`src/rtl/mc_fetch_datapath.sv`:
```
// Fetch/memory datapath for the multi-cycle MIPS core: PC, IR, MDR, EPC, Cause
// and the req/ack memory handshake that stalls the microsequencer.
//
// state | meaning
// IDLE  | no access in flight; latch address/data/direction when an access starts
// REQ   | mem_req asserted, waiting for mem_ack
// DONE  | access complete; stall released so the control unit advances this cycle
module mc_fetch_datapath #(
    parameter int          DATA_W     = 32,
    parameter logic [31:0] RESET_PC   = 32'h0000_0000,
    parameter logic [31:0] EXC_VECTOR = 32'h8000_0180
) (
    input  logic              clk,
    input  logic              rst_n,
    input  logic              IorD,
    input  logic              memRd,
    input  logic              memWr,
    input  logic              irWr,
    input  logic              PCWr,
    input  logic              PCWrCond,
    input  logic [2:0]        PCSrc,
    input  logic              EPC,
    input  logic              cause_write,
    input  logic              int_cause,
    input  logic [31:0]       alu_result,
    input  logic [31:0]       alu_out,
    input  logic [31:0]       reg_a,
    input  logic [DATA_W-1:0] reg_b,
    input  logic              zero,
    input  logic [DATA_W-1:0] mem_rdata,
    input  logic              mem_ack,
    output logic              mem_req,
    output logic              mem_we,
    output logic [31:0]       mem_addr,
    output logic [DATA_W-1:0] mem_wdata,
    output logic              stall,
    output logic [31:0]       pc,
    output logic [DATA_W-1:0] ir,
    output logic [DATA_W-1:0] mdr,
    output logic [31:0]       epc_q,
    output logic [31:0]       cause_q,
    output logic [5:0]        opcode,
    output logic [5:0]        funct
);

    typedef enum logic [1:0] {
        IDLE = 2'd0,
        REQ  = 2'd1,
        DONE = 2'd2
    } memState_t;

    memState_t   state;
    memState_t   nextState;
    logic        access;
    logic        pcEn;
    logic [31:0] pcNext;
    logic [4:0]  excCode;

    assign access  = memRd | memWr;
    assign stall   = access & (state != DONE);
    assign mem_req = (state == REQ);
    assign pcEn    = PCWr | (PCWrCond & zero);
    assign excCode = int_cause ? 5'd12 : 5'd10;
    assign opcode  = ir[31:26];
    assign funct   = ir[5:0];

    always_ff @(posedge clk or negedge rst_n) begin
        if (!rst_n) begin
            state <= IDLE;
        end else begin
            state <= nextState;
        end
    end

    always_comb begin
        nextState = state;
        case (state)
            IDLE:    if (access) nextState = REQ;
            REQ:     if (mem_ack) nextState = DONE;
            DONE:    nextState = IDLE;
            default: nextState = IDLE;
        endcase
    end

    always_comb begin
        pcNext = pc;
        case (PCSrc)
            3'd0:    pcNext = alu_result;
            3'd1:    pcNext = alu_out;
            3'd2:    pcNext = {pc[31:28], ir[25:0], 2'b00};
            3'd3:    pcNext = reg_a;
            3'd4:    pcNext = EXC_VECTOR;
            default: pcNext = pc;
        endcase
    end

    // Direction comes from the latched mem_we so memWr wins over memRd.
    always_ff @(posedge clk or negedge rst_n) begin
        if (!rst_n) begin
            mem_addr  <= '0;
            mem_wdata <= '0;
            mem_we    <= 1'b0;
            mdr       <= '0;
            ir        <= '0;
        end else begin
            if (state == IDLE && access) begin
                mem_addr  <= IorD ? alu_out : pc;
                mem_wdata <= reg_b;
                mem_we    <= memWr;
            end
            if (state == REQ && mem_ack && !mem_we) begin
                mdr <= mem_rdata;
            end
            if (state == DONE && irWr && memRd && !mem_we) begin
                ir <= mdr;
            end
        end
    end

    // Architectural updates use pre-edge pc, so PC/EPC/Cause writes are order-independent.
    always_ff @(posedge clk or negedge rst_n) begin
        if (!rst_n) begin
            pc      <= RESET_PC;
            epc_q   <= '0;
            cause_q <= '0;
        end else if (!stall) begin
            if (pcEn) begin
                pc <= pcNext;
            end
            if (EPC) begin
                epc_q <= pc - 32'd4;
            end
            if (cause_write) begin
                cause_q <= {25'd0, excCode, 2'b00};
            end
        end
    end

endmodule

```
`config.mk`:
```
export PLATFORM = sky130hd
export DESIGN_NAME = mc_fetch_datapath
export DESIGN_NICKNAME = d
export VERILOG_FILES = /design/src/rtl/mc_fetch_datapath.sv
export SDC_FILE = /design/constraint.sdc
export NUM_CORES = 1
export LEC_CHECK = 0
export CAP_MARGIN = 15
export CORE_MARGIN = 10
export CORE_UTILIZATION = 35
export CTS_CLUSTER_SIZE = 25
export DETAILED_ROUTE_END_ITERATION = 8
export GPL_TIMING_DRIVEN = 0
export PLACE_DENSITY = 0.65
export SYNTH_ARGS = -nofsm -noshare
export SYNTH_HDL_FRONTEND = slang
export SYNTH_SLANG_ARGS = --single-unit
export TNS_END_PERCENT = 20
```
`constraint.sdc`:
```
create_clock -name clk -period 2.6 [get_ports clk]
set_input_delay 0.52 -clock clk [delete_from_list [all_inputs] [get_ports clk]]
set_output_delay 0.52 -clock clk [all_outputs]
set_load 0.005 [all_outputs]
```
After elaboration in Yosys (flattened, before gate mapping). Index checks and enable logic that the tools add are counted.

Add/subtract/negate cells: 1. Eq/ne operators: 9. Multiplexer cells: 6. Bitwise logic cells: 6. Reductions and logical operators: 16.

Operators with widths (number): $pmux W32 S5 (1); $mux W32 (1); $sub A32 B3 Y32 const B (1); $eq A3 B2 Y1 const B (2); $logic_and A1 B1 Y1 (6); $ne A2 B2 Y1 const B (3); $reduce_and A2 Y1 (3); $reduce_bool A5 Y1 (1); $mux W2 (2); $pmux W2 S2 (1); $reduce_and A4 Y1 (1); $reduce_bool A4 Y1 (1); $eq A3 B1 Y1 const B (1); $eq A3 B3 Y1 const B (1); $logic_not A3 Y1 (1); $mux W3 (1); $reduce_and A3 Y1 (1); $and A1 B1 Y1 (2); $eq A2 B1 Y1 const B (1); $eq A2 B2 Y1 const B (1); $logic_not A2 Y1 (1); $not A1 Y1 (2); $or A1 B1 Y1 (2); $logic_not A1 Y1 (1).

Bits in registers: 200. Input bits: 176. Output and inout port bits: 239. Word-level logic and storage cells: 48.

Longest topological paths before layout. Gate-level depths: netlist (run 1).

Depth after elaboration: 4. Mapped depth: 7. Gate-level depth less buffers: 6.

Worst setup path after synthesis (run 1). No wires, ideal clock.

Kind: input to register. Start point: input memWr. End point: register pc[28]. Setup time: 0.128 ns. Data arrival time: 1.878 ns. Required time: 2.472 ns. Path slack: 0.595 ns. Stages on the path: 5. Buffers on the path: 1. Path through: nor2_1 o211ai_1 or2_0 clkbuf_1 mux2_1.

Word-level cells in the longest chain between the ends: 4.

RTL lines: start, declared (RTL line 17) `input logic memWr,`; $or A1 B1 Y1 (RTL line 59) `assign access = memRd | memWr;`; $and A1 B1 Y1 (RTL line 60) `assign stall = access & (state != DONE);`; $not A1 Y1 (no source line); $reduce_and A4 Y1 (no source line); end signal, assigned (RTL line 128) `pc <= pcNext;`; end, declared (RTL line 37) `output logic [31:0] pc,`.

Every way passes these cells. A chain may end at the register's enable or synchronous reset.

Worst setup path in the final report (run 1).
Start point: register state[0]. End point: output stall.

Word-level cells in the longest chain between the ends: 2.

RTL lines: start, declared (RTL line 52) `memState_t state;`; start signal, assigned (RTL line 71) `state <= nextState;`; $ne A2 B2 Y1 (RTL line 60); $and A1 B1 Y1 (RTL line 60); end, declared (RTL line 36) `output logic stall,`.

Every way passes these cells.

==> summary.md, run 1 <==
| Metric | Value |
|---|---|
| Cells along the critical path | nor2b_1 -> clkbuf_1 -> nor2_1 -> clkdlybuf4s50_1 |
| Die W | around 190 um |
| TritonCTS clock tree | done |
| Routed WL | 39.1 mm |
| Final Hold Viols | 0 |
| Seq/Total Area, Yosys | 51.5% |
| DIE AREA | approximately 34000 um^2 |
| Number of buffers created by CTS | 17 |
| Number of flops mapped to enable cells by yosys | 0 |
| GRT Total Usage | 22.5% |
| WP data arrival | 2050 ps |
| Max-slew headroom | 36.7% |
| Mapped Area | roughly 9600 um^2 |
| Sink Count | 198 |
| Pins Over Slew Limit | 0 |
| Number of detailed-route iterations in the first pass | 5 |
| DR vias | just over 8000 |
| Syn Area/Cell | 11.2 um^2 |
| Pre-CTS WS | -890 ps |
| Post-placement cell count | between 1500 and 2000 |
| Number of buffers on the longest clock path | 2 |
| Port bufs | 384 |
| Maxcap violations | 0 |
| Vias in the first global route | 8548 |
| Reg-to-reg startpoint | state[0]$_DFFE_PN0P_ |
| Initial Util | 35.6% |
| # IOs | 415 |
| Cell class contributing the biggest share of worst-path delay | buffers and inverters |
| Outcome | complete, no violations |
| RSZ-0062 raised after global routing | yes |
| WP data required | 2080 ps |
| Setup violators final | 0 |
| Worst skew pair latency | 440 ps |
| FMAX | roughly 390 MHz |
| Simple-Gate Fraction of Synth Area | 9.57% |
| Xor-xnor portion of the synthesized cell area | 1.28% |
| Final period utilization | 98.8% |
| Setup slack after layout | 31.5 ps |
| Crit-path max FO | 10 |
| Share of cells above drive strength 1 | 16.4% |
| FP Rows | 60 |
| Htree depth | 4 |
| Seq. cell area | between 4000 and 5000 um^2 |
| Crit path launch type | flip-flop |
| Finished Layout Cells | between 1500 and 2000 |
| Tightest Hold Check Type | primary input to async pin |
| Ys flop type | dfrtp_1 |
| First-pass GRT wire length | between 50 and 60 mm |
| Critical path's slowest cell | clkbuf_1 |
| Root cell of the clock tree | clkbuf_16 |
| Peak VDD IR | 541 uV |
| Cell Pwr Density | between 1000 and 1500 nW/um^2 |
| # hold bufs at CTS | 0 |
| Distinct cell type count after synthesis | 51 |
| Die Ht | roughly 190 um |
| Adder-cell share of the synthesized area | 0.130% |
| Mux share of post-synthesis cell area | 21.6% |
| Post-synthesis async set-or-reset flop share | 100% |
| Critical path class | flip-flop to output port |
| Leak | 6.22 nW |
| Layout Nets | 1466 |
| Yosys warns | 0 |
| Clk pin slew, worst setup/hold paths | 80 ps |
| Largest net degree at the start of global routing | 116 |
| Buf/Inv on CP | 2 |
| Drt initial violations | 595 |
| Crit end category | output port |
| Layout Utilization | 54.3% |
| Drc violations | 0 |
| Area of the multi-input gates | 4200 um^2 |
| Gate Count Post-Synth | 855 |
| Critical Path Source | state[0]$_DFFE_PN0P_ |
| Core Region | 27000 um^2 |
| Biggest cell delay along the critical path | 540 ps |
| Final worst path period need | 2570 ps |
| WL per Instance | 23.8 um |
| Gpl congestion | 0.885 |
| Area fraction in compound gates after synthesis | 9.88% |
| Global route overflow | 0 |
| Pwr Total | 0.0160 W |
| Avg Vias per Cell | 5.00 |
| Fillers | roughly 2500 |
| Clock Skews | 16.6 ps |
| Post-DRT Antenna Nets | 0 |
| DP HPWL | approximately 30 mm |
| Main combinational cell family by area after synthesis | multiplexers |
| Initial antenna violation count | 3 |
| Layout overhead on the synthesized area | 52.6% |
| Actual slew at the worst max-slew pin | 949 ps |
| Yosys reg bits | 198 |
## flip-flops by register name, indices dropped and copies added, names as in the netlist
name	count
state	2
epc_q	32
mem_wdata	32
pc	32
ir	32
mdr	32
mem_addr	32
mem_we	1
cause_q	3
## logic make-up (layout without fill, tap and decap cells)
| kind of cell | after synthesis | after routing |
|---|---|---|
| DFF | 198 | 198 |
| muxes | 191 | 191 |
| and+or+nand+nor | 191 | 191 |
| AOI/OAI and AO/OA | 152 | 152 |
| buffers and inverters | 107 | 525 |
| xor gates and xnor gates | 14 | 14 |
| adders and majority gates | 1 | 1 |
| other | 1 | 33 |
## timing repair
item / CTS / global route
setup endpoints to repair: 75 / 31
setup buffers: 0 / 2
hold endpoints to repair: 0 / 0
gates resized for setup: 5 / 3
## through the flow
step	hold WS, ps	setup TNS [ps]	area (um^2)
floorplan	224	0	9720
detailed placement	461	-59870	14000
finish	59.6	0	14700
CTS	94.6	0	14600
global route	102	-896	14700
global placement	452	-1615250	14000
## cell usage after synthesis, drive strengths merged, types with 5 or more instances
master | number | area share (%)
mux2i | 62 | 6.5
a31oi | 13 | 0.85
nor3 | 6 | 0.36
nor2b | 5 | 0.33
o2bb2ai | 6 | 0.55
nand3 | 5 | 0.26
o31ai | 8 | 0.62
dfrtp | 198 | 52
xor2 | 8 | 0.73
buf | 58 | 4.1
clkbuf | 44 | 1.7
nand2b | 5 | 0.33
mux2 | 129 | 15
inv | 5 | 0.20
o211ai | 6 | 0.47
nor4 | 6 | 0.52
nand2 | 106 | 4.1
o21ai | 81 | 4.2
xnor2 | 6 | 0.55
or3 | 8 | 0.52
or4 | 13 | 1.1
a2bb2oi | 21 | 1.9
nor2 | 22 | 0.86
## per-layer routing
metal	up-vias	track usage (%)	wire length, um
li1	3842	-	-
met1	4079	27.6	16100
met2	289	37.9	19500
met3	22	6.61	2960
met4	0	5.29	561
met5	-	0	0
## power breakdown
group	switching [W]	total [W]	leakage, nW	internal, W
sequential	0.00130	0.00582	2.45	0.00452
clock	0.00140	0.00279	0.295	0.00139
combinational	0.00296	0.00740	3.48	0.00443
total	0.00566	0.0160	6.22	0.0103
## placed cells by master (no fill, tap or decap), types with 29 or more instances in the layout
| master | instances |
|---|---|
| o21ai_0 | 39 |
| mux2i_1 | 62 |
| clkdlybuf4s50_1 | 383 |
| buf_4 | 43 |
| o21ai_1 | 42 |
| mux2_2 | 114 |
| nand2_1 | 106 |
| conb_1 | 29 |
| clkbuf_1 | 40 |
| dfrtp_1 | 198 |
## final timing paths
path,endpoint,slack [ps],cells past startpoint
min reg2reg,cause_q[5]$_DFFE_PN0P_,480,1
max in group asynchronous,mem_addr[2]$_DFFE_PN0P_,1510,2
max,stall,30,4
max reg2reg,pc[31]$_DFFE_PN0P_,140,6
min,epc_q[15]$_DFFE_PN0P_,60,1
min in group clk,cause_q[5]$_DFFE_PN0P_,480,1
## final cells by class
cell class | count | area share [%]
clock buffers | 17 | 2.90
repair buffers | 387 | 26.5
inverters | 5 | 0.128
clock inverters | 14 | 1.25
flip-flops and latches | 198 | 33.8
well taps | 341 | 2.91
multi-input cells | 578 | 28.6
plain buffers | 102 | 3.84
diodes | 4 | 0.0682
Power figures use the tool's default switching activity.
==> inputs of run 2 (changes only) <==
--- a/config.mk
+++ b/config.mk
@@ -6,7 +6,6 @@
 export NUM_CORES = 1
 export LEC_CHECK = 0
 export CAP_MARGIN = 15
-export CORE_MARGIN = 10
 export CORE_UTILIZATION = 35
 export CTS_CLUSTER_SIZE = 25
 export DETAILED_ROUTE_END_ITERATION = 8
==> summary.md, run 2 (same netlist as run 1, synthesis figures left out) <==
| Metric | Value |
|---|---|
| Outcome | complete, no violations |
| WP data arrival | 2810 ps (+760 ps) |
| R2R Path End | epc_q[26]$_DFFE_PN0P_ |
| Max-slew headroom | 37.9% (+1.1 points) |
| Initial Util | 35.7% (+0.099 points) |
| Die Ht | 168 um (-9.7%) |
| DR vias | 8126 (-1.3%) |
| Drc violations | 0 (unchanged) |
| TritonCTS clock tree | done |
| Cell Pwr Density | 1070 nW/um^2 (-1.5%) |
| Maxcap violations | 0 (unchanged) |
| Pwr Total | 0.0157 W (-1.7%) |
| Final Hold Viols | 0 (unchanged) |
| Critical path class | primary input to flip-flop |
| FMAX | 406 MHz (+4.4%) |
| Number of buffers on the longest clock path | 2 (unchanged) |
| Global route overflow | 0 (unchanged) |
| Gpl congestion | 0.902 (+1.9%) |
| Crit end category | flip-flop |
| WP data required | 2950 ps (+870 ps) |
| Htree depth | 4 (unchanged) |
| Setup violators final | 0 (unchanged) |
| Combinational Power Share | 45.6% (-0.6 points) |
| Root cell of the clock tree | clkbuf_16 |
| M3 GR Usage | 4.87% (-1.7 points) |
| DP HPWL | 26.8 mm (-13%) |
| Cells on worst reg2reg path | 7 (+1) |
| Pre-CTS WS | -821 ps (+69.1 ps) |
| Sink Count | 198 (unchanged) |
| Avg Vias per Cell | 4.95 (-1.0%) |
| Tightest Hold Check Type | primary input to async pin |
| GR Layer Usage met1 | 32.3% (+4.8 points) |
| GRT Total Usage | 24.5% (+2.0 points) |
| Clock share of power | 17.5% (about the same) |
| Share of cells above drive strength 1 | 16.2% (-0.13 points) |
| WL per Instance | 20.9 um (-12%) |
| Final period utilization | 94.6% (-4.1 points) |
| Number of detailed-route iterations in the first pass | 5 (unchanged) |
| Switching Share | 34.4% (-1.0 points) |
| Crit-path max FO | 10 (unchanged) |
| First-pass GRT wire length | 51.2 mm (-11%) |
| Final worst path period need | 2460 ps (-108 ps) |
| Reg-to-reg startpoint | pc[2]$_DFFE_PN0P_ |
| Number of buffers created by CTS | 17 (unchanged) |
| Drt initial violations | 470 (-21%) |
| Most common cell after layout, fill and taps aside | clkdlybuf4s50_1 |
| RSZ-0062 raised after global routing | yes |
| Most frequent cells in the layout | clkdlybuf4s50_1, dfrtp_1, mux2_2 |
| Layout Nets | 1464 (-0.14%) |
| Core Region | 27000 um^2 (-0.28%) |
| Routed WL | 34.4 mm (-12%) |
| Clock Skews | 14.8 ps (-1.75 ps) |
| Crit path launch type | primary input |
| Peak VDD IR | 517 uV (-4.5%) |
| Met2 usage | 40.6% (+2.7 points) |
| Port bufs | 384 (unchanged) |
| # IOs | 415 (unchanged) |
| Largest net degree at the start of global routing | 107 (-7.8%) |
| DIE AREA | 28100 um^2 (-18%) |
| Die W | 168 um (-9.7%) |
| Switching pwr | 0.00541 W (-4.4%) |
| Setup slack after layout | 139 ps (+108 ps) |
| Vias in the first global route | 8003 (-6.4%) |
| Initial antenna violation count | 2 (-1) |
| Leak | 6.21 nW (-0.15%) |
| Clk pin slew, worst setup/hold paths | 80 ps (about the same) |
| Pins Over Slew Limit | 0 (unchanged) |
| FP Rows | 60 (unchanged) |
| R2r setup slk | 160 ps (+20 ps) |
| Layout overhead on the synthesized area | 52.3% |
| Worst skew pair latency | 440 ps (about the same) |
| Sequential Power Share | 36.9% (+0.5 points) |
| Actual slew at the worst max-slew pin | 932 ps (-17.2 ps) |
| Post-DRT Antenna Nets | 0 (unchanged) |
| Pint | 0.0103 W (-0.14%) |
| GR peak layer | met2 |
==> run 2: cell count changes in the layout (fill, tap and decap cells not counted) <==
cell,change
clkbuf_8,+1
diode_2,-2
buf_4,-2
inv_8,+3
clkinv_8,-3
inv_6,-1
==> run 2: cell type report <==
cell class / instances / area [um^2]
timing repair buffer: 385 / 3880
fill: 2444 / 12300
sequential: 198 / 4950
inverter: 5 / 18.8
antenna: 2 / 5.00
clock buffer: 18 / 439
tap: 341 / 427
multi-input combinational: 578 / 4200
clock inverter: 13 / 160
buffer: 102 / 563
==> run 2: timing repair <==
action,in CTS,in global routing
buffers inserted,0,0
hold buffers,0,0
resized for setup,4,5
endpoints found under the setup margin,77,19
hold endpoints to repair,0,0
==> run 2: worst max path at each step <==
stage               cells after the start            startpoint  slack [ps]                  endpoint
floorplan                               5                 memWr         590        pc[28]$_DFFE_PN0P_
global placement                        1                 rst_n       -7760     epc_q[15]$_DFFE_PN0P_
detailed placement                      8                 memWr        -820  mem_addr[12]$_DFFE_PN0P_
CTS                                     4  state[0]$_DFFE_PN0P_          20                     stall
global route                            8                 memWr         -50  mem_addr[19]$_DFFE_PN0P_
finish                                  8                 memWr         140  mem_addr[12]$_DFFE_PN0P_
==> run 2: critical path, cell delays in order <==
cell	delay, ps
clkdlybuf4s50_1	460
nor2_4	340
or3_1	160
clkbuf_1	320
buf_2	340
clkbuf_1	460
nand2_1	100
o21ai_0	90
==> run 2: power by group through the flow <==
stage / registers (W) / logic [W] / clock network, W
after CTS: 0.00581 / 0.00723 / 0.00280
final: 0.00581 / 0.00718 / 0.00275
after global routing: 0.00600 / 0.00774 / 0.00294
after detailed placement: 0.00586 / 0.00719 / 0
after floorplan: 0.00563 / 0.00278 / 0
after global placement: 0.00581 / 0.00713 / 0
==> run 2: per-stage QoR <==
stage / setup TNS (ps) / cell area, um^2 / cells / hold WS (ps) / utilization [%]
6_report: 0 / 14600 / 1642 / 102 / 54.3
5_1_grt: -186 / 14600 / 1642 / 147 / 54.3
3_5_place_dp: -61960 / 14000 / 1609 / 455 / 52.0
3_3_place_gp: -1590280 / 14000 / 1608 / 453 / 51.9
2_1_floorplan: 0 / 9720 / 883 / 224 / -
4_1_cts: 0 / 14600 / 1640 / 126 / 54.3
==> run 2: routing by layer <==
| metal | share of wire, % | routed length (um) | up-vias |
|---|---|---|---|
| met5 | 0 | 0 | - |
| met4 | 1.8 | 632 | 0 |
| met1 | 44 | 15200 | 3974 |
| met2 | 48 | 16600 | 273 |
| met3 | 5.7 | 1950 | 35 |
| li1 | - | - | 3844 |
==> inputs of run 3 (changes only) <==
--- a/config.mk
+++ b/config.mk
@@ -5,6 +5,7 @@
 export SDC_FILE = /design/constraint.sdc
 export NUM_CORES = 1
 export LEC_CHECK = 0
+export ABC_CLOCK_PERIOD_IN_PS = 2600
 export CAP_MARGIN = 15
 export CORE_UTILIZATION = 35
 export CTS_CLUSTER_SIZE = 25
==> results of run 3 <==
The final DEF is identical to that of run 2; final timing and power are the same.
